## src/rtl/csa_tree_pkg.sv

```systemverilog
// Shared helpers for the pipelined carry-save compressor tree: level/row counts
// and output width. Optional final adder stage is enabled by CSA_TREE_CPA_EN.
package csa_tree_pkg;

  localparam int CSA_MIN = 3;
  localparam int CSA_MAX = 16;

  // Rows remaining after lvl 3:2 levels; each level turns every full triple into two rows.
  function automatic int csa_rows_after(int n, int lvl);
    int r;
    r = n;
    for (int i = 0; i < lvl; i++) begin
      if (r > 2) r = r - r / 3;
    end
    return r;
  endfunction

  function automatic int csa_levels(int n);
    int l;
    l = 0;
    for (int i = 0; i < CSA_MAX; i++) begin
      if (csa_rows_after(n, i) > 2) l++;
    end
    return l;
  endfunction

  function automatic int csa_w_out(int n, int csa);
    return n + $clog2(csa);
  endfunction

endpackage

```

## src/rtl/csa_tree_pipe_level.sv

```systemverilog
// One combinational 3:2 reduction level: each full triple of rows becomes a
// sum row and a weight-shifted carry row; the remaining 0..2 rows pass through.
module csa_level
  import csa_tree_pkg::*;
#(
  parameter int W       = 8,
  parameter int IN_ROWS = 3
) (
  input  logic [W-1:0] rows_i [IN_ROWS],
  output logic [W-1:0] rows_o [csa_rows_after(IN_ROWS, 1)]
);

  localparam int G   = IN_ROWS / 3;
  localparam int REM = IN_ROWS % 3;

  for (genvar g = 0; g < G; g++) begin : g_fa
    logic [W-1:0] a, b, c, maj;
    assign a   = rows_i[3*g];
    assign b   = rows_i[3*g+1];
    assign c   = rows_i[3*g+2];
    assign maj = (a & b) | (a & c) | (b & c);
    assign rows_o[2*g]   = a ^ b ^ c;
    // Dropping the MSB of the shifted carry is lossless: the total fits in W bits.
    assign rows_o[2*g+1] = maj << 1;
  end

  for (genvar k = 0; k < REM; k++) begin : g_pass
    assign rows_o[2*G+k] = rows_i[3*G+k];
  end

endmodule

```

## src/rtl/csa_tree_pipe.sv

```systemverilog
// Pipelined carry-save tree reducing CSA operands to a sum/carry pair, one register
// per level, valid/ready streaming. Define CSA_TREE_CPA_EN for a final registered adder.
module csa_tree_pipe
  import csa_tree_pkg::*;
#(
  parameter int N     = 64,
  parameter int CSA   = 6,
  parameter int TAG_W = 8
) (
  input  logic                         clk,
  input  logic                         rst_n,
  input  logic                         in_valid,
  output logic                         in_ready,
  input  logic [N-1:0]                 in_data [CSA],
  input  logic [TAG_W-1:0]             in_tag,
  output logic                         out_valid,
  input  logic                         out_ready,
  output logic [csa_w_out(N, CSA)-1:0] out_sum,
  output logic [csa_w_out(N, CSA)-1:0] out_carry,
  output logic [TAG_W-1:0]             out_tag
);

  localparam int W_OUT = csa_w_out(N, CSA);
  localparam int L     = csa_levels(CSA);

  logic             adv;
  logic             vld_q [L];
  logic [TAG_W-1:0] tag_q [L];
  logic [W_OUT-1:0] last_sum, last_carry;

  // Whole pipeline moves in lockstep; a stalled output freezes every stage.
  assign adv      = !out_valid || out_ready;
  assign in_ready = adv;

  always_ff @(posedge clk or negedge rst_n) begin
    if (!rst_n) begin
      for (int l = 0; l < L; l++) begin
        vld_q[l] <= 1'b0;
        tag_q[l] <= '0;
      end
    end else if (adv) begin
      vld_q[0] <= in_valid;
      tag_q[0] <= in_tag;
      for (int l = 1; l < L; l++) begin
        vld_q[l] <= vld_q[l-1];
        tag_q[l] <= tag_q[l-1];
      end
    end
  end

  for (genvar l = 0; l < L; l++) begin : g_lvl
    localparam int R_IN  = csa_rows_after(CSA, l);
    localparam int R_OUT = csa_rows_after(CSA, l + 1);

    logic [W_OUT-1:0] rows_in [R_IN];
    logic [W_OUT-1:0] rows_d  [R_OUT];
    logic [W_OUT-1:0] rows_q  [R_OUT];

    if (l == 0) begin : g_src
      always_comb begin
        for (int r = 0; r < R_IN; r++) rows_in[r] = W_OUT'(in_data[r]);
      end
    end else begin : g_src
      always_comb begin
        for (int r = 0; r < R_IN; r++) rows_in[r] = g_lvl[l-1].rows_q[r];
      end
    end

    csa_level #(.W(W_OUT), .IN_ROWS(R_IN)) u_level (
      .rows_i(rows_in),
      .rows_o(rows_d)
    );

    always_ff @(posedge clk or negedge rst_n) begin
      if (!rst_n) begin
        for (int r = 0; r < R_OUT; r++) rows_q[r] <= '0;
      end else if (adv) begin
        for (int r = 0; r < R_OUT; r++) rows_q[r] <= rows_d[r];
      end
    end
  end

  assign last_sum   = g_lvl[L-1].rows_q[0];
  assign last_carry = g_lvl[L-1].rows_q[1];

`ifdef CSA_TREE_CPA_EN
  logic [W_OUT-1:0] cpa_sum_q;
  logic             cpa_vld_q;
  logic [TAG_W-1:0] cpa_tag_q;

  always_ff @(posedge clk or negedge rst_n) begin
    if (!rst_n) begin
      cpa_sum_q <= '0;
      cpa_vld_q <= 1'b0;
      cpa_tag_q <= '0;
    end else if (adv) begin
      cpa_sum_q <= last_sum + last_carry;
      cpa_vld_q <= vld_q[L-1];
      cpa_tag_q <= tag_q[L-1];
    end
  end

  assign out_valid = cpa_vld_q;
  assign out_sum   = cpa_sum_q;
  assign out_carry = '0;
  assign out_tag   = cpa_tag_q;
`else
  assign out_valid = vld_q[L-1];
  assign out_sum   = last_sum;
  assign out_carry = last_carry;
  assign out_tag   = tag_q[L-1];
`endif

endmodule

```

## config.mk

```make
export PLATFORM = sky130hd
export DESIGN_NAME = csa_tree_pipe
export DESIGN_NICKNAME = d
export VERILOG_FILES = /design/src/rtl/csa_tree_pkg.sv /design/src/rtl/csa_tree_pipe_level.sv /design/src/rtl/csa_tree_pipe.sv
export SDC_FILE = /design/constraint.sdc
export NUM_CORES = 1
export LEC_CHECK = 0
export BUFFER_PORTS_ARGS = -buffer_cell sky130_fd_sc_hd__buf_4
export CAP_MARGIN = 15
export CORE_MARGIN = 1
export CORE_UTILIZATION = 36
export DETAILED_ROUTE_END_ITERATION = 8
export GPL_TIMING_DRIVEN = 0
export PLACE_DENSITY_LB_ADDON = 0.1
export SLEW_MARGIN = 20
export SYNTH_ARGS = -nofsm -noshare
export SYNTH_HDL_FRONTEND = slang
export SYNTH_SLANG_ARGS = --single-unit
```

## constraint.sdc

```tcl
create_clock -name clk -period 1.51 [get_ports clk]
set_input_delay 0 -clock clk [delete_from_list [all_inputs] [get_ports clk]]
set_output_delay 0 -clock clk [all_outputs]
set_load 0.01 [all_outputs]
```

### Yosys cells after proc, flatten, opt, wreduce, memory -nomap -nowiden

Index checks and enable logic that the tools add are counted.

| cells by class | value |
|---|---|
| bitwise operators | 28 |
| reductions and logical operators | 2 |

Operator list:

| operator | count |
|---|---|
| $or A66 B66 Y66 | 8 |
| $and A64 B64 Y64 | 6 |
| $and A66 B66 Y66 | 4 |
| $xor A67 B67 Y67 | 3 |
| $xor A64 B64 Y64 | 3 |
| $xor A67 B64 Y67 | 2 |
| $and A66 B64 Y66 | 2 |
| $logic_not A1 Y1 | 1 |
| $logic_or A1 B1 Y1 | 1 |

| word-level totals | value |
|---|---|
| flip-flop bits (word level) | 622 |
| bits of input ports | 396 |
| output and inout bits | 144 |
| logic and storage cells | 45 |

### Longest topological paths before layout

| depth | value |
|---|---|
| depth in word-level cells | 3 |
| gate-level depth with buffers | 5 |
| gate-level depth less buffers | 2 |

### Modules after synthesis

A second synthesis with hierarchy kept.

| second synthesis, totals | value |
|---|---|
| cell total of the unflattened synthesis | 1682 |
| area total of the unflattened synthesis | 32394.8 µm² |

Modules (own cells, without submodules):

| module | instances | cells an instance | area an instance (µm²) |
|---|---|---|---|
| csa_tree_pipe | 1 | 1340 | 26470.4 |
| csa_level at g_lvl[0].u_level | 1 | 137 | 2708.8 |
| csa_level at g_lvl[1].u_level | 1 | 136 | 1859.3 |
| csa_level at g_lvl[2].u_level | 1 | 69 | 1356.3 |

### Least setup slack after synthesis

Ideal clock, no wire load.

| timing | value |
|---|---|
| path type | reg2reg |
| from | reg vld_q (netlist bit out_valid) |
| to | reg g_lvl[0].rows_q[112] in the netlist's numbering |
| library setup time | 0.125 ns |
| data arrival time | 1.257 ns |
| setup slack | 0.128 ns |
| stages on the path, launching flop included | 6 |
| period minus slack after synthesis | 1.382 ns |
| path through | dfrtp_1 > nand2b_4 > buf_6 > buf_6 > buf_6 > mux2_4 |

| between the ends | value |
|---|---|
| cells in the longest elaborated chain, start to end | 2 |

RTL lines:

| what | RTL line | text |
|---|---|---|
| from (decl) | csa_tree_pipe.sv:27 | `logic vld_q [L];` |
| from (signal, indexed assignment) | csa_tree_pipe.sv:45 | `vld_q[l] <= vld_q[l-1];` |
| $logic_not A1 Y1 | csa_tree_pipe.sv:32 | `assign adv = !out_valid \|\| out_ready;` |
| $logic_or A1 B1 Y1 | csa_tree_pipe.sv:32 |  |
| to (decl) | csa_tree_pipe.sv:57 | `logic [W_OUT-1:0] rows_q [R_OUT];` |

Every way passes these cells.
A chain may end at the register's enable or synchronous reset.

### Final worst setup path

| timing | value |
|---|---|
| from | reg vld_q (netlist bit out_valid) |
| to | reg g_lvl[0].rows_q[236] in the netlist's numbering |

Same word-level chain as after synthesis.

==> flow_metrics.py <==
metrics = {
    "timing": {
        "hold_viol": 71,
        "slew_viol_final": 0,
        "fin_skew_ps": 23.7,
        "finalSetupTns_ps": -16160,
        "max_freq_mhz": 631,
        "timing.final.ws_setup_ps": -75.7,
        "whs_ps": -90.7,
        "setup_viol": 416,
        "fin_crit_sh": 1.05,
        "fin_crit_ps": 1590,
        "rsz0062_at_grt": "true",
        "tightestPinTransition_ps": 506,
        "timing.slew.headroom": 0.663,
    },
    "final_layout": {
        "fin_cells": 3779,
        "final_nets": 3332,
        "finish.utilization": 0.533,
        "drive_above_1_share": 0.486,
        "syn2layout_area_growth_pct": 45.8,
    },
    "route": {
        "wl_per_cell_um": 20.2,
        "antenna_left": 0,
        "totalWireLength_mm": 76.3,
        "via_count": 16956,
        "drc_errors": 0,
        "drt_pass1_iterations": 4,
        "drt-initial-drc-count": 596,
        "vias_per_cell": 4.49,
    },
    "logic_synthesis": {
        "ys_ff_latch": 605,
        "netlist_instances": 1548,
        "yosys_warnings": 0,
        "ys_top_cells_by_area": "dfrtp_1, fa_1, mux2_4, mux2_2, buf_6",
        "syn_area_um2": 29000,
        "yosysTopAreaCellShare": 0.522,
        "synth_top_area_cell": "dfrtp_1",
        "synth_edf_count": 0,
        "synth_common_cells": "dfrtp_1, mux2_4, mux2_2",
        "ys_seq_area_frac": 0.522,
        "synth.avg_cell_area_um2": 18.7,
        "async_flop_share": 1.00,
        "synth_cell_types": 12,
        "yosysMostFrequentCell": "dfrtp_1",
        "synth_top_flop_cell": "dfrtp_1",
    },
    "grt": {
        "grt_antenna_before_repair": 2,
        "grt_pass1_wl_mm": 119,
        "grt_pass1_vias": 20030,
        "grt-ovfl-total": 0,
        "grt_max_degree": 100,
        "grt_use_total": 0.192,
    },
    "setup_path": {
        "end_kind": "flip-flop",
        "worstReg2RegEnd": "g_lvl[0].rows_q[236]",
        "worstSetupPathType": "flip-flop to flip-flop",
        "worstReg2RegStart": "out_valid",
        "worstPathRequired_ps": 1990,
        "crit_path_start_kind": "flip-flop",
        "rr_worst_depth": 5,
        "reg2reg_setup_slack_ps": -80,
        "crit_fanout": 10,
        "crit_arrival_ps": 2060,
    },
    "power_and_ir_drop": {
        "leakagePower_nw": 19.4,
        "pwr-share-seq": 0.387,
        "p_per_area_nw_per_um2": 1650,
        "ir_worst_vdd_v": 0.000862,
        "p_switching_mw": 21.0,
        "p_sw_frac": 0.300,
        "internal-power_mw": 48.9,
        "comb_power_share": 0.369,
        "clock_power_share": 0.244,
    },
    "placement": {
        "dp_cells": 3143,
        "port-buffer-count": 534,
        "dp_hpwl_mm": 53.6,
        "place.gp.congestion": 0.788,
    },
    "clock_network": {
        "path_clk_slew_ps": 60,
        "numCtsBuffers": 70,
        "cts-root-buf": "clkbuf_16",
        "cts_tree": "yes",
        "numClockSinks": 605,
        "htreeDepth": 3,
        "holdBufCountCts": 515,
        "clk_latency_ps": 610,
        "clock_path_buffers": 3,
    },
    "die": {
        "die_h_um": 286,
        "fp.dieW_um": 286,
        "die_area_um2": 81700,
        "start_util": 0.365,
        "num_rows": 103,
        "boundaryPins": 540,
        "coreArea_um2": 79400,
    },
    "outcome": {
        "violations": "hold timing, setup timing",
        "status": "complete, but fails checks",
    },
    "job": {
        "max-cap-violations": 0,
    },
    "hold_path": {
        "worst_hold_path_type": "input port to async pin",
    },
}
cells in the final DEF (no fill, tap or decap), drive strengths merged:
| cell type | netlist | routed |
|---|---|---|
| inv | 0 | 3 |
| buf | 80 | 625 |
| bufinv | 0 | 4 |
| clkinv | 0 | 10 |
| dfrtp | 605 | 605 |
| clkbuf | 0 | 103 |
| nand2b | 2 | 2 |
| clkinvlp | 0 | 1 |
| ha | 1 | 1 |
| mux2 | 604 | 604 |
| diode | 0 | 1 |
| conb | 1 | 5 |
| dlygate4sd3 | 0 | 510 |
| fa | 255 | 255 |
critical path, cell delays in order (launching register included):
cell and delay [ps]:
dfrtp_1 400, nand2b_4 100, buf_12 140, buf_6 250
buf_6 250, mux2_4 310
layout make-up:
type / instances / area, um2
fill: 6526 / 37100
clock inverter: 18 / 263
antenna: 1 / 2.50
sequential: 605 / 15100
buffer: 80 / 925
tap: 1050 / 1310
timing repair buffer: 1056 / 9390
clock buffer: 102 / 2040
multi-input combinational: 867 / 13200
routing by layer:
| layer | vias up | global-route usage | wire [um] |
|---|---|---|---|
| met2 | 364 | 0.332 | 39000 |
| met1 | 8896 | 0.248 | 32500 |
| li1 | 7591 | - | - |
| met4 | 0 | 0.0513 | 1770 |
| met3 | 105 | 0.0348 | 2950 |
| met5 | - | 0 | 0 |
flip-flops by register name, indices dropped and copies added, names as in the netlist:
signal	count
out_sum	65
out_carry	64
out_valid	1
g_lvl.rows_q	449
tag_q	16
vld_q	2
out_tag	8
power by group through the flow:
stage          logic (mW)  registers, mW  clock network (mW)
5_1_grt              28.2           28.0                18.2
2_1_floorplan        14.2           27.0                   0
3_5_place_dp         24.3           27.4                   0
3_3_place_gp         23.8           27.2                   0
6_report             25.8           27.1                17.0
4_1_cts              26.3           27.2                17.6
how the worst max path moves through the flow:
| stage | from | to | slack, ps |
|---|---|---|---|
| after floorplan | out_valid | g_lvl[0].rows_q[112] | 130 |
| after global placement | rst_n | g_lvl[1].rows_q[97] | -6370 |
| after detailed placement | out_valid | g_lvl[0].rows_q[179] | -390 |
| after CTS | out_valid | in_ready | -120 |
| after global routing | out_valid | in_ready | -150 |
| final | out_valid | g_lvl[0].rows_q[236] | -80 |
cells by family (layout without fill, tap and decap cells):
kind of cell | after synthesis | after routing | share of synthesized area
AND/OR/NAND/NOR | 2 | 2 | 0.000690
buffers and inverters | 80 | 1256 | 0.0233
multiplexers | 604 | 604 | 0.277
other | 1 | 6 | 0.000129
flip-flops | 605 | 605 | 0.522
adder cells (fa/ha/maj) | 256 | 256 | 0.176
per-stage QoR:
stage | setup WS [ps] | area (um2) | total power [mW]
global placement | -6370 | 34300 | 51.0
global route | -147 | 42300 | 74.4
detailed placement | -392 | 34500 | 51.7
CTS | -123 | 42300 | 71.1
finish | -75.7 | 42300 | 69.8
floorplan | 128 | 29000 | 41.3
what timing repair did:
| action | in CTS | in global routing |
|---|---|---|
| resized for setup | 68 | 8 |
| setup buffers | 4 | 0 |
| pin swaps | 0 | 0 |
| setup endpoints to repair | 579 | 678 |
| hold endpoints to repair | 587 | 71 |
| gates cloned | 0 | 1 |
(Power assumes the default switching activity.)
